**src/rtl/agc_rupt_pkg.sv**
```systemverilog
// Shared definitions for the RUPT scheduler: scheduler states, source indices
// and the vector base, plus the vector address helper.
package agc_rupt_pkg;

    typedef enum logic [1:0] {
        IDLE  = 2'd0,
        ARMED = 2'd1,
        SERVE = 2'd2
    } rupt_state_e;

    localparam int T6RUPT   = 0;
    localparam int T5RUPT   = 1;
    localparam int T3RUPT   = 2;
    localparam int T4RUPT   = 3;
    localparam int KEYRUPT1 = 4;
    localparam int KEYRUPT2 = 5;
    localparam int UPRUPT   = 6;
    localparam int DOWNRUPT = 7;
    localparam int RADARUPT = 8;
    localparam int HANDRUPT = 9;

    localparam logic [11:0] VEC_BASE_DEF = 12'o4000;

    // Each source owns a 4-word slot; slot 0 is left for the base itself.
    function automatic logic [11:0] vec_addr(input logic [11:0] base, input logic [11:0] idx);
        return base + ((idx + 12'd1) << 2'd2);
    endfunction

endpackage

```
**src/rtl/rupt_prienc.sv**
```systemverilog
// Combinational lowest-index-wins priority encoder over the pending latches.
module rupt_prienc
#(
    parameter int N  = 10,
    parameter int IW = 4
) (
    input  logic [N-1:0]  req,
    output logic [IW-1:0] idx,
    output logic          valid
);

    // Scan from the top down so the lowest set index is the last one written.
    always_comb begin
        idx   = '0;
        valid = |req;
        for (int i = N - 1; i >= 0; i--) begin
            idx = req[i] ? IW'(i) : idx;
        end
    end

endmodule

```
**src/rtl/rupt_sched.sv**
```systemverilog
// RUPT priority scheduler: latches requests, grants the highest-priority one at an
// instruction boundary, handshakes with the sequence generator and holds IIP until RESUME.
module rupt_sched
    import agc_rupt_pkg::*;
#(
    parameter int          NRUPT    = 10,
    parameter logic [11:0] VEC_BASE = VEC_BASE_DEF,
    parameter int          ACK_TMO  = 15
) (
    input  logic             clk,
    input  logic             rst,
    input  logic [NRUPT-1:0] RUPT_REQ,
    input  logic             INHINT,
    input  logic             OVNHRP,
    input  logic             EXST,
    input  logic             INSTB,
    input  logic             KRPT,
    input  logic             RESUME,
    input  logic             GOJAM,
    output logic             RPTSET,
    output logic [11:0]      RVEC,
    output logic             IIP,
    output logic [NRUPT-1:0] PEND,
    output logic             RPTERR
);

    localparam int IW = (NRUPT > 1) ? $clog2(NRUPT) : 1;
    localparam int CW = (ACK_TMO > 0) ? $clog2(ACK_TMO + 1) : 1;
    localparam logic [CW-1:0]    CNT_ONE = CW'(1);
    localparam logic [CW-1:0]    CNT_MAX = CW'(ACK_TMO);
    localparam logic [NRUPT-1:0] BIT_ONE = NRUPT'(1);

    rupt_state_e      state_r;
    logic [NRUPT-1:0] pend_r;
    logic [IW-1:0]    ridx_r;
    logic [CW-1:0]    cnt_r;
    logic [11:0]      rvec_r;
    logic             iip_r;
    logic             rptset_r;
    logic             rpterr_r;

    logic [IW-1:0]    win_idx_s;
    logic             win_valid_s;
    logic [NRUPT-1:0] clr_s;
    logic [NRUPT-1:0] pend_next_s;
    logic             eligible_s;

    rupt_prienc #(
        .N  (NRUPT),
        .IW (IW)
    ) u_prienc (
        .req   (pend_r),
        .idx   (win_idx_s),
        .valid (win_valid_s)
    );

    // Pending-latch update (a new request beats the acknowledge clear) and grant qualification.
    always_comb begin
        clr_s       = (state_r == ARMED && KRPT) ? (BIT_ONE << ridx_r) : '0;
        pend_next_s = (pend_r & ~clr_s) | RUPT_REQ;
        eligible_s  = INSTB && win_valid_s && !INHINT && !OVNHRP && !EXST && (state_r == IDLE);
    end

    // Scheduler state machine with its registered outputs.
    always_ff @(posedge clk or negedge rst) begin
        if (!rst) begin
            state_r  <= IDLE;
            pend_r   <= '0;
            ridx_r   <= '0;
            cnt_r    <= '0;
            rvec_r   <= 12'd0;
            iip_r    <= 1'b0;
            rptset_r <= 1'b0;
            rpterr_r <= 1'b0;
        end else if (GOJAM) begin
            state_r  <= IDLE;
            pend_r   <= '0;
            ridx_r   <= '0;
            cnt_r    <= '0;
            rvec_r   <= 12'd0;
            iip_r    <= 1'b0;
            rptset_r <= 1'b0;
            rpterr_r <= 1'b0;
        end else begin
            pend_r   <= pend_next_s;
            rptset_r <= 1'b0;
            rpterr_r <= 1'b0;
            case (state_r)
                IDLE: begin
                    if (eligible_s) begin
                        state_r  <= ARMED;
                        ridx_r   <= win_idx_s;
                        cnt_r    <= '0;
                        rptset_r <= 1'b1;
                    end
                end
                ARMED: begin
                    if (KRPT) begin
                        state_r <= SERVE;
                        rvec_r  <= vec_addr(VEC_BASE, 12'(ridx_r));
                        iip_r   <= 1'b1;
                    end else if (cnt_r == CNT_MAX) begin
                        state_r  <= IDLE;
                        rpterr_r <= 1'b1;
                    end else begin
                        cnt_r <= cnt_r + CNT_ONE;
                    end
                end
                SERVE: begin
                    if (RESUME) begin
                        state_r <= IDLE;
                        iip_r   <= 1'b0;
                    end
                end
                default: begin
                    state_r <= IDLE;
                    iip_r   <= 1'b0;
                end
            endcase
        end
    end

    assign RPTSET = rptset_r;
    assign RPTERR = rpterr_r;
    assign RVEC   = rvec_r;
    assign IIP    = iip_r;
    assign PEND   = pend_r;

endmodule
```
**config.mk**
```make
export PLATFORM = sky130hd
export DESIGN_NAME = rupt_sched
export DESIGN_NICKNAME = d
export VERILOG_FILES = /design/src/rtl/agc_rupt_pkg.sv /design/src/rtl/rupt_prienc.sv /design/src/rtl/rupt_sched.sv
export SDC_FILE = /design/constraint.sdc
export NUM_CORES = 1
export LEC_CHECK = 0
export CAP_MARGIN = 20
export CORE_MARGIN = 3
export CORE_UTILIZATION = 29
export DETAILED_ROUTE_END_ITERATION = 8
export GPL_TIMING_DRIVEN = 0
export PLACE_DENSITY = 0.53
export SETUP_SLACK_MARGIN = 0.2
export SLEW_MARGIN = 20
export SYNTH_ARGS = -nofsm -noshare
export SYNTH_HDL_FRONTEND = slang
export SYNTH_HIERARCHICAL = 1
export SYNTH_SLANG_ARGS = --single-unit
export TNS_END_PERCENT = 50
```
**constraint.sdc**
```tcl
create_clock -name clk -period 1.7 [get_ports clk]
set_clock_uncertainty 0.05 [all_clocks]
set_input_delay 0.34 -clock clk [delete_from_list [all_inputs] [get_ports clk]]
set_output_delay 0.34 -clock clk [all_outputs]
set_load 0.02 [all_outputs]
```
==> results.tsv, run 1 <==
stage	metric	value	unit
outcome	outcome	finished, violations left	
outcome	violations	setup timing	
routing	wl_met3	179	um
worst_setup_path	start_kind	flop	
placement	place.gp.congestion	0.902	
routing	ant_nets	0	
grt	overflow	0	
worst_setup_path	path_max_fanout	5	
clock_tree	clock_path_buffers	2	
cells_and_area	layout-drive-gt1-share	31.8	%
worst_setup_path	criticalPathCategory	flop to flop	
logic_synthesis	synth_cells	161	
clock_tree	htreeDepth	2	
routing	wl_met2	2.01	mm
floorplan	io_pins	44	
floorplan	start_util	30.8	%
worst_setup_path	r2r-start	PEND[3]	
grt	grt_max_degree	30	
routing	avgViaCountPerCell	4.70	
grt	grt_pass1_vias	1384	
job	drv_cap	0	
routing	drt_iter0_markers	54	
power	p_leak	1.04	nW
grt	grt_pass1_wl	6.69	mm
floorplan	rows	25	
sta	final-setup-viol-count	1	
routing	m1WireLength	1.85	mm
sta	hold_viol	0	
worst_setup_path	required	1.82	ns
logic_synthesis	synth-seq-cells	29	
floorplan	die_x	78.0	um
grt	antenna_found_initial	0	
cells_and_area	area_delta_synth_final	56.2	%
routing	drt_pre_antenna_iters	4	
worst_setup_path	r2r-end	cnt_r[2]	
cells_and_area	final_cell_mix	nor2_1, dlygate4sd2_1, dfrtp_1, buf_4, clkdlybuf4s50_1	
floorplan	die_h	78.0	um
placement	io_buffer_count	36	
worst_setup_path	critPathCaptureType	flop	
cells_and_area	layout.nets	248	
sta	fin_ws	-0.0155	ns
sta	rsz0062_at_grt	yes	
routing	routed_wl	4.14	mm
logic_synthesis	synth_cell_types	33	
clock_tree	clkLatencyLatePin	0.29	ns
worst_setup_path	r2r_cells	5	
clock_tree	cts_tree	done	
power	vdd_drop_max	0.000278	V
sta	maxSlewViolCount	0	
floorplan	die_area	6080	sq um
clock_tree	cts_root_buf	clkbuf_8	
routing	wl_per_cell	14.3	um
sta	fin_crit_sh	101	%
cells_and_area	layoutNonFillerInstCount	290	
floorplan	core	4880	sq um
cells_and_area	diodes	0	
worst_hold_path	hold_path_class	primary input to async pin	
logic_synthesis	synth.cell_area	1500	sq um
routing	drc_errors	0	
sta	max_freq	0.583	GHz
clock_tree	cts.sinks	29	
power	power_density	656	nW/um^2
placement	hpwl	2.77	mm
clock_tree	path_clk_slew	0.06	ns
logic_synthesis	syn_avg_cell_area	9.33	sq um
sta	worstMarginPinSlew	0.669	ns
worst_setup_path	cp.arrival	1.84	ns
logic_synthesis	seq_area_frac_synth	48.3	%
logic_synthesis	yosys_warnings	6	
power	fin_total_pwr	0.00154	W
grt	grt_usage	14.1	%
clock_tree	cts_hold_buffers	0	
sta	relSlewSlack	55.4	%
cells_and_area	final_common_cell	nor2_1	
routing	top_layer	met4	
routing	num_vias	1364	
cells_and_area	fillers	492	
clock_tree	cts_buffers	5	
placement	placedCellCount	269	
sta	finalCriticalPeriod	1.72	ns
worst_setup_path	r2r_slack	-0.02	ns
[layout make-up]
cell class | count | area (sq um) | share of cell area (%)
Timing Repair Buffer | 49 | 429 | 18.3
Buffer | 12 | 78.8 | 3.36
Inverter | 6 | 26.3 | 1.12
Sequential cell | 29 | 738 | 31.4
Multi-Input combinational cell | 119 | 911 | 38.8
Clock buffer | 8 | 80.1 | 3.41
Tap cell | 67 | 83.8 | 3.57
[flip-flops by register name, summed over array words and instances, names as in the netlist]
signal,count
state_r,2
RVEC,6
cnt_r,4
PEND,10
RPTERR,1
IIP,1
RPTSET,1
ridx_r,4
[kinds of logic (layout without fill, tap and decap cells)]
kind of cell | Yosys count | in the layout | share of synthesized area, %
and+or+nand+nor | 73 | 73 | 24.6
DFF | 29 | 29 | 48.3
AOI/OAI and AO/OA | 28 | 28 | 11.7
buffers and inverters | 18 | 75 | 6.08
adders and majority gates | 7 | 7 | 5.83
muxes | 4 | 4 | 2.66
other | 1 | 6 | 0.250
xor gates and xnor gates | 1 | 1 | 0.583
[where the power goes]
part | switching (W) | internal (W)
clock | 0.000251 | 0.000290
combinational | 0.000134 | 0.000120
sequential | 0.0000312 | 0.000713
total | 0.000417 | 0.00112
[cell usage after synthesis]
library cell,count,area (sq um)
xor2_1,1,8.76
conb_1,1,3.75
o21ai_0,3,15.0
mux2i_1,4,40.0
a221oi_2,1,15.0
clkbuf_1,3,11.3
nor4bb_1,1,10.0
nor3b_1,2,15.0
buf_4,6,45.0
nor4b_4,1,23.8
nor2_1,31,116
nand4_1,3,18.8
a211oi_1,2,15.0
nor4_1,3,18.8
or3_1,1,6.26
a311o_1,1,10.0
or3b_1,1,8.76
buf_2,1,5.00
ha_1,7,87.6
a221o_1,1,10.0
or4_1,1,7.51
nand2b_1,2,12.5
buf_1,2,7.51
inv_1,6,22.5
nand2_1,12,45.0
nor4b_1,1,8.76
dfrtp_1,29,726
nand3b_1,1,7.51
and3b_1,1,8.76
nand3_1,11,55.1
a21oi_1,19,95.1
a32oi_2,1,16.3
nor2b_1,1,6.26
[per-layer routing]
| layer | global-route usage (%) | vias up |
|---|---|---|
| li1 | - | 668 |
| met1 | 18.4 | 652 |
| met2 | 21.7 | 35 |
| met3 | 3.60 | 9 |
| met4 | 6.82 | 0 |
| met5 | 0 | - |
[metrics by stage]
stage                     hold WS, ns  util (%)  setup WS [ns]  area [sq um]  TNS (ns)
final                          0.0334      48.1        -0.0155          2350   -0.0155
after global routing           0.0777      48.1        -0.0796          2350    -0.179
after CTS                      0.0586      45.2       -0.00372          2200  -0.00372
after detailed placement        0.372      40.9         -0.396          2000     -6.05
after global placement          0.441      41.0         -0.376          2000    -13.63
after floorplan              -0.00559         -        -0.0934          1560   -0.0934
[critical path: stages (launching register included)]
cell	delay, ns
dfrtp_2	0.43
nor4_4	0.32
nand3_2	0.15
a32oi_4	0.30
nor4b_2	0.09
a311o_1	0.27
[worst max-delay path by stage]
stage            start        to  slack (ns)  depth (start not counted)
2_1_floorplan  PEND[5]  cnt_r[2]       -0.09                          5
3_3_place_gp       rst   PEND[0]       -0.38                          1
3_5_place_dp    INHINT  cnt_r[1]       -0.40                          5
4_1_cts        PEND[3]  cnt_r[2]      -0.004                          5
5_1_grt        PEND[3]  cnt_r[2]       -0.08                          5
6_report       PEND[3]  cnt_r[2]       -0.02                          5
[timing repair]
action / CTS / global route
buffers inserted: 11 / 2
pin swaps: 13 / 13
resized for setup: 46 / 37
setup endpoints to repair: 42 / 24
No activity file was read; power rests on OpenSTA's default activity.
==> run 2, diff against run 1 <==
Settings changed: PLACE_DENSITY 0.53 to 0.56.
==> run 2 against run 1 <==
Compared with the run above: the run still ends with setup timing left; utilization shrank 2.4 points; die area is the same; flip-flop and latch count is the same; power grew 1.4%; clock power grew 6.7%; routed wire length shrank 4.3%; cell count shrank 0.69%; critical path depth is the same; combinational power shrank 5%; worst hold slack gained 0.018 ns; non-clock buffer count shrank 1; critical endpoint unchanged.
==> results.tsv, run 2 (synthesized netlist as in run 1, its figures left out) <==
stage	metric	value	unit	change
outcome	outcome	finished, violations left		
worst_setup_path	r2r-end	cnt_r[2]		
sta	max_freq	0.572	GHz	-1.9%
cells_and_area	final_common_cell	nor2_1		
clock_tree	cts.sinks	29		unchanged
sta	final-setup-viol-count	1		unchanged
floorplan	die_x	78.0	um	unchanged
sta	fin_ws	-0.0486	ns	-0.0331 ns
routing	routed_wl	3.96	mm	-4.3%
grt	antenna_found_initial	0		unchanged
job	drv_cap	0		unchanged
cells_and_area	diodes	0		unchanged
sta	maxSlewViolCount	0		unchanged
power	p_leak	1.02	nW	-2.0%
worst_setup_path	r2r-start	PEND[4]		
clock_tree	cts_buffers	5		unchanged
floorplan	die_h	78.0	um	unchanged
sta	fin_crit_sh	103	%	+1.9 points
worst_setup_path	r2r_slack	-0.05	ns	-0.03 ns
cells_and_area	largest_reg_flops	10		unchanged
power	cellInternalPower	0.00115	W	+2.2%
power	power_density	700	nW/um^2	+6.7%
floorplan	die_area	6080	sq um	unchanged
clock_tree	path_clk_slew	0.06	ns	about the same
worst_setup_path	criticalPathCategory	flop to flop		
outcome	violations	setup timing		
cells_and_area	final_cell_mix	nor2_1, dfrtp_1, a21oi_1, dlygate4sd2_1, buf_4		
grt	grt_pass1_vias	1302		-5.9%
power	vdd_drop_max	0.000326	V	+17%
clock_tree	clock_path_buffers	2		unchanged
clock_tree	cts_tree	done		
routing	drt_iter0_markers	67		+24%
grt	overflow	0		unchanged
power	switching_power	0.000414	W	-0.82%
clock_tree	clkLatencyLatePin	0.28	ns	about the same
routing	drc_errors	0		unchanged
power	fin_total_pwr	0.00156	W	+1.4%
sta	worstMarginPinSlew	0.685	ns	+0.0160 ns
worst_setup_path	path_max_fanout	6		+1
placement	hpwl	2.65	mm	-4.5%
sta	totalNegativeSetupSlack	-0.0486	ns	-0.0331 ns
sta	finalCriticalPeriod	1.75	ns	+0.0331 ns
sta	rsz0062_at_grt	yes		
worst_setup_path	r2r_cells	5		unchanged
worst_setup_path	cp.arrival	1.86	ns	+0.02 ns
cells_and_area	layout-drive-gt1-share	24.4	%	-7.4 points
clock_tree	cts_root_buf	clkbuf_8		
power	sw_frac_of_total	26.5	%	-0.59 points
floorplan	rows	25		unchanged
floorplan	io_pins	44		unchanged
sta	relSlewSlack	54.3	%	-1.1 points
placement	place.gp.congestion	0.761		-16%
power	p_clk_share	36.9	%	+1.7 points
routing	wl_per_cell	13.8	um	-3.7%
clock_tree	htreeDepth	2		unchanged
placement	io_buffer_count	36		unchanged
clock_tree	cts_hold_buffers	0		unchanged
grt	grt_usage	13.2	%	-0.90 points
worst_setup_path	start_kind	flop		
worst_hold_path	hold_path_class	primary input to async pin		
cells_and_area	finalInstanceArea	2230	sq um	-5.0%
floorplan	core	4880	sq um	unchanged
floorplan	start_util	30.8	%	unchanged
grt	grt_pass1_wl	6.31	mm	-5.8%
cells_and_area	fillers	508		+3.3%
sta	hold_viol	0		unchanged
routing	drt_pre_antenna_iters	4		unchanged
routing	num_vias	1370		+0.44%
routing	ant_nets	0		unchanged
worst_setup_path	required	1.82	ns	about the same
power	seq_power_share	47.5	%	-0.8 points
cells_and_area	layout.nets	247		-0.40%
worst_setup_path	critPathCaptureType	flop		
grt	grt_max_degree	30		unchanged
cells_and_area	area_delta_synth_final	48.4	%	
sta	holdWs	0.0510	ns	+0.0176 ns
placement	dpl-instance-area	2000	sq um	unchanged
routing	avgViaCountPerCell	4.76		+1.1%
power	power_frac_comb	15.5	%	-1.0 points
## run 2: cell types whose count changed in the layout (fill, tap and decap cells not counted), sizes merged
cell | before | now
clkbuf | 10 | 11
dlygate4sd2 | 20 | 17
buf | 26 | 25
inv | 5 | 6
clkdlybuf4s15 | 2 | 3
clkinvlp | 1 | 0
## run 2: worst max path at each step
stage | startpoint | cells past startpoint | slack, ns | endpoint
floorplan | PEND[5] | 5 | -0.09 | cnt_r[2]
global placement | rst | 1 | -0.40 | PEND[2]
detailed placement | INHINT | 5 | -0.40 | cnt_r[1]
CTS | PEND[2] | 5 | -0.02 | cnt_r[2]
global route | PEND[4] | 5 | -0.12 | cnt_r[2]
finish | PEND[4] | 5 | -0.05 | cnt_r[2]
## run 2: cell type report
| type | count | area [sq um] | area share [%] |
|---|---|---|---|
| Buffer | 12 | 82.6 | 3.70 |
| Clock buffer | 7 | 86.3 | 3.87 |
| Inverter | 6 | 22.5 | 1.01 |
| Multi-Input combinational cell | 119 | 803 | 36.0 |
| Sequential cell | 29 | 736 | 33.0 |
| Tap cell | 67 | 83.8 | 3.76 |
| Timing Repair Buffer | 48 | 415 | 18.6 |
## run 2: metal layers
| layer | vias up | wire, um | track usage, % | part of all wire, % |
|---|---|---|---|---|
| met4 | 0 | 85 | 6.29 | 2.1 |
| met5 | - | 0 | 0 | 0 |
| met1 | 655 | 1860 | 17.8 | 47 |
| met3 | 8 | 178 | 2.67 | 4.5 |
| met2 | 40 | 1830 | 20.2 | 46 |
| li1 | 667 | - | - | - |
## run 2: stage by stage
stage | utilization [%] | cells | setup WS (ns)
3_5_place_dp | 40.9 | 269 | -0.396
3_3_place_gp | 41.0 | 269 | -0.402
4_1_cts | 44.0 | 284 | -0.0239
5_1_grt | 45.7 | 288 | -0.123
2_1_floorplan | - | 166 | -0.0934
6_report | 45.7 | 288 | -0.0486
## run 2: repair_timing
action,CTS,global route
endpoints found under the setup margin,40,23
endpoints found under the hold margin,0,0
gates resized for setup,45,21
pin swaps,7,5
setup buffers,8,4
## run 2: worst max-delay path, cell delays in order (launching register included)
cell     delay, ns
dfrtp_2       0.43
nor4_4        0.31
nand3_2       0.15
a32oi_4       0.31
nor4b_1       0.10
a311o_1       0.27
## run 2: power by group through the flow
stage | registers [W] | logic [W] | clock network, W
after floorplan | 0.000775 | 0.0000938 | 0
after global placement | 0.000757 | 0.000226 | 0
after detailed placement | 0.000757 | 0.000227 | 0
after CTS | 0.000742 | 0.000234 | 0.000594
after global routing | 0.000745 | 0.000267 | 0.000620
final | 0.000742 | 0.000242 | 0.000577
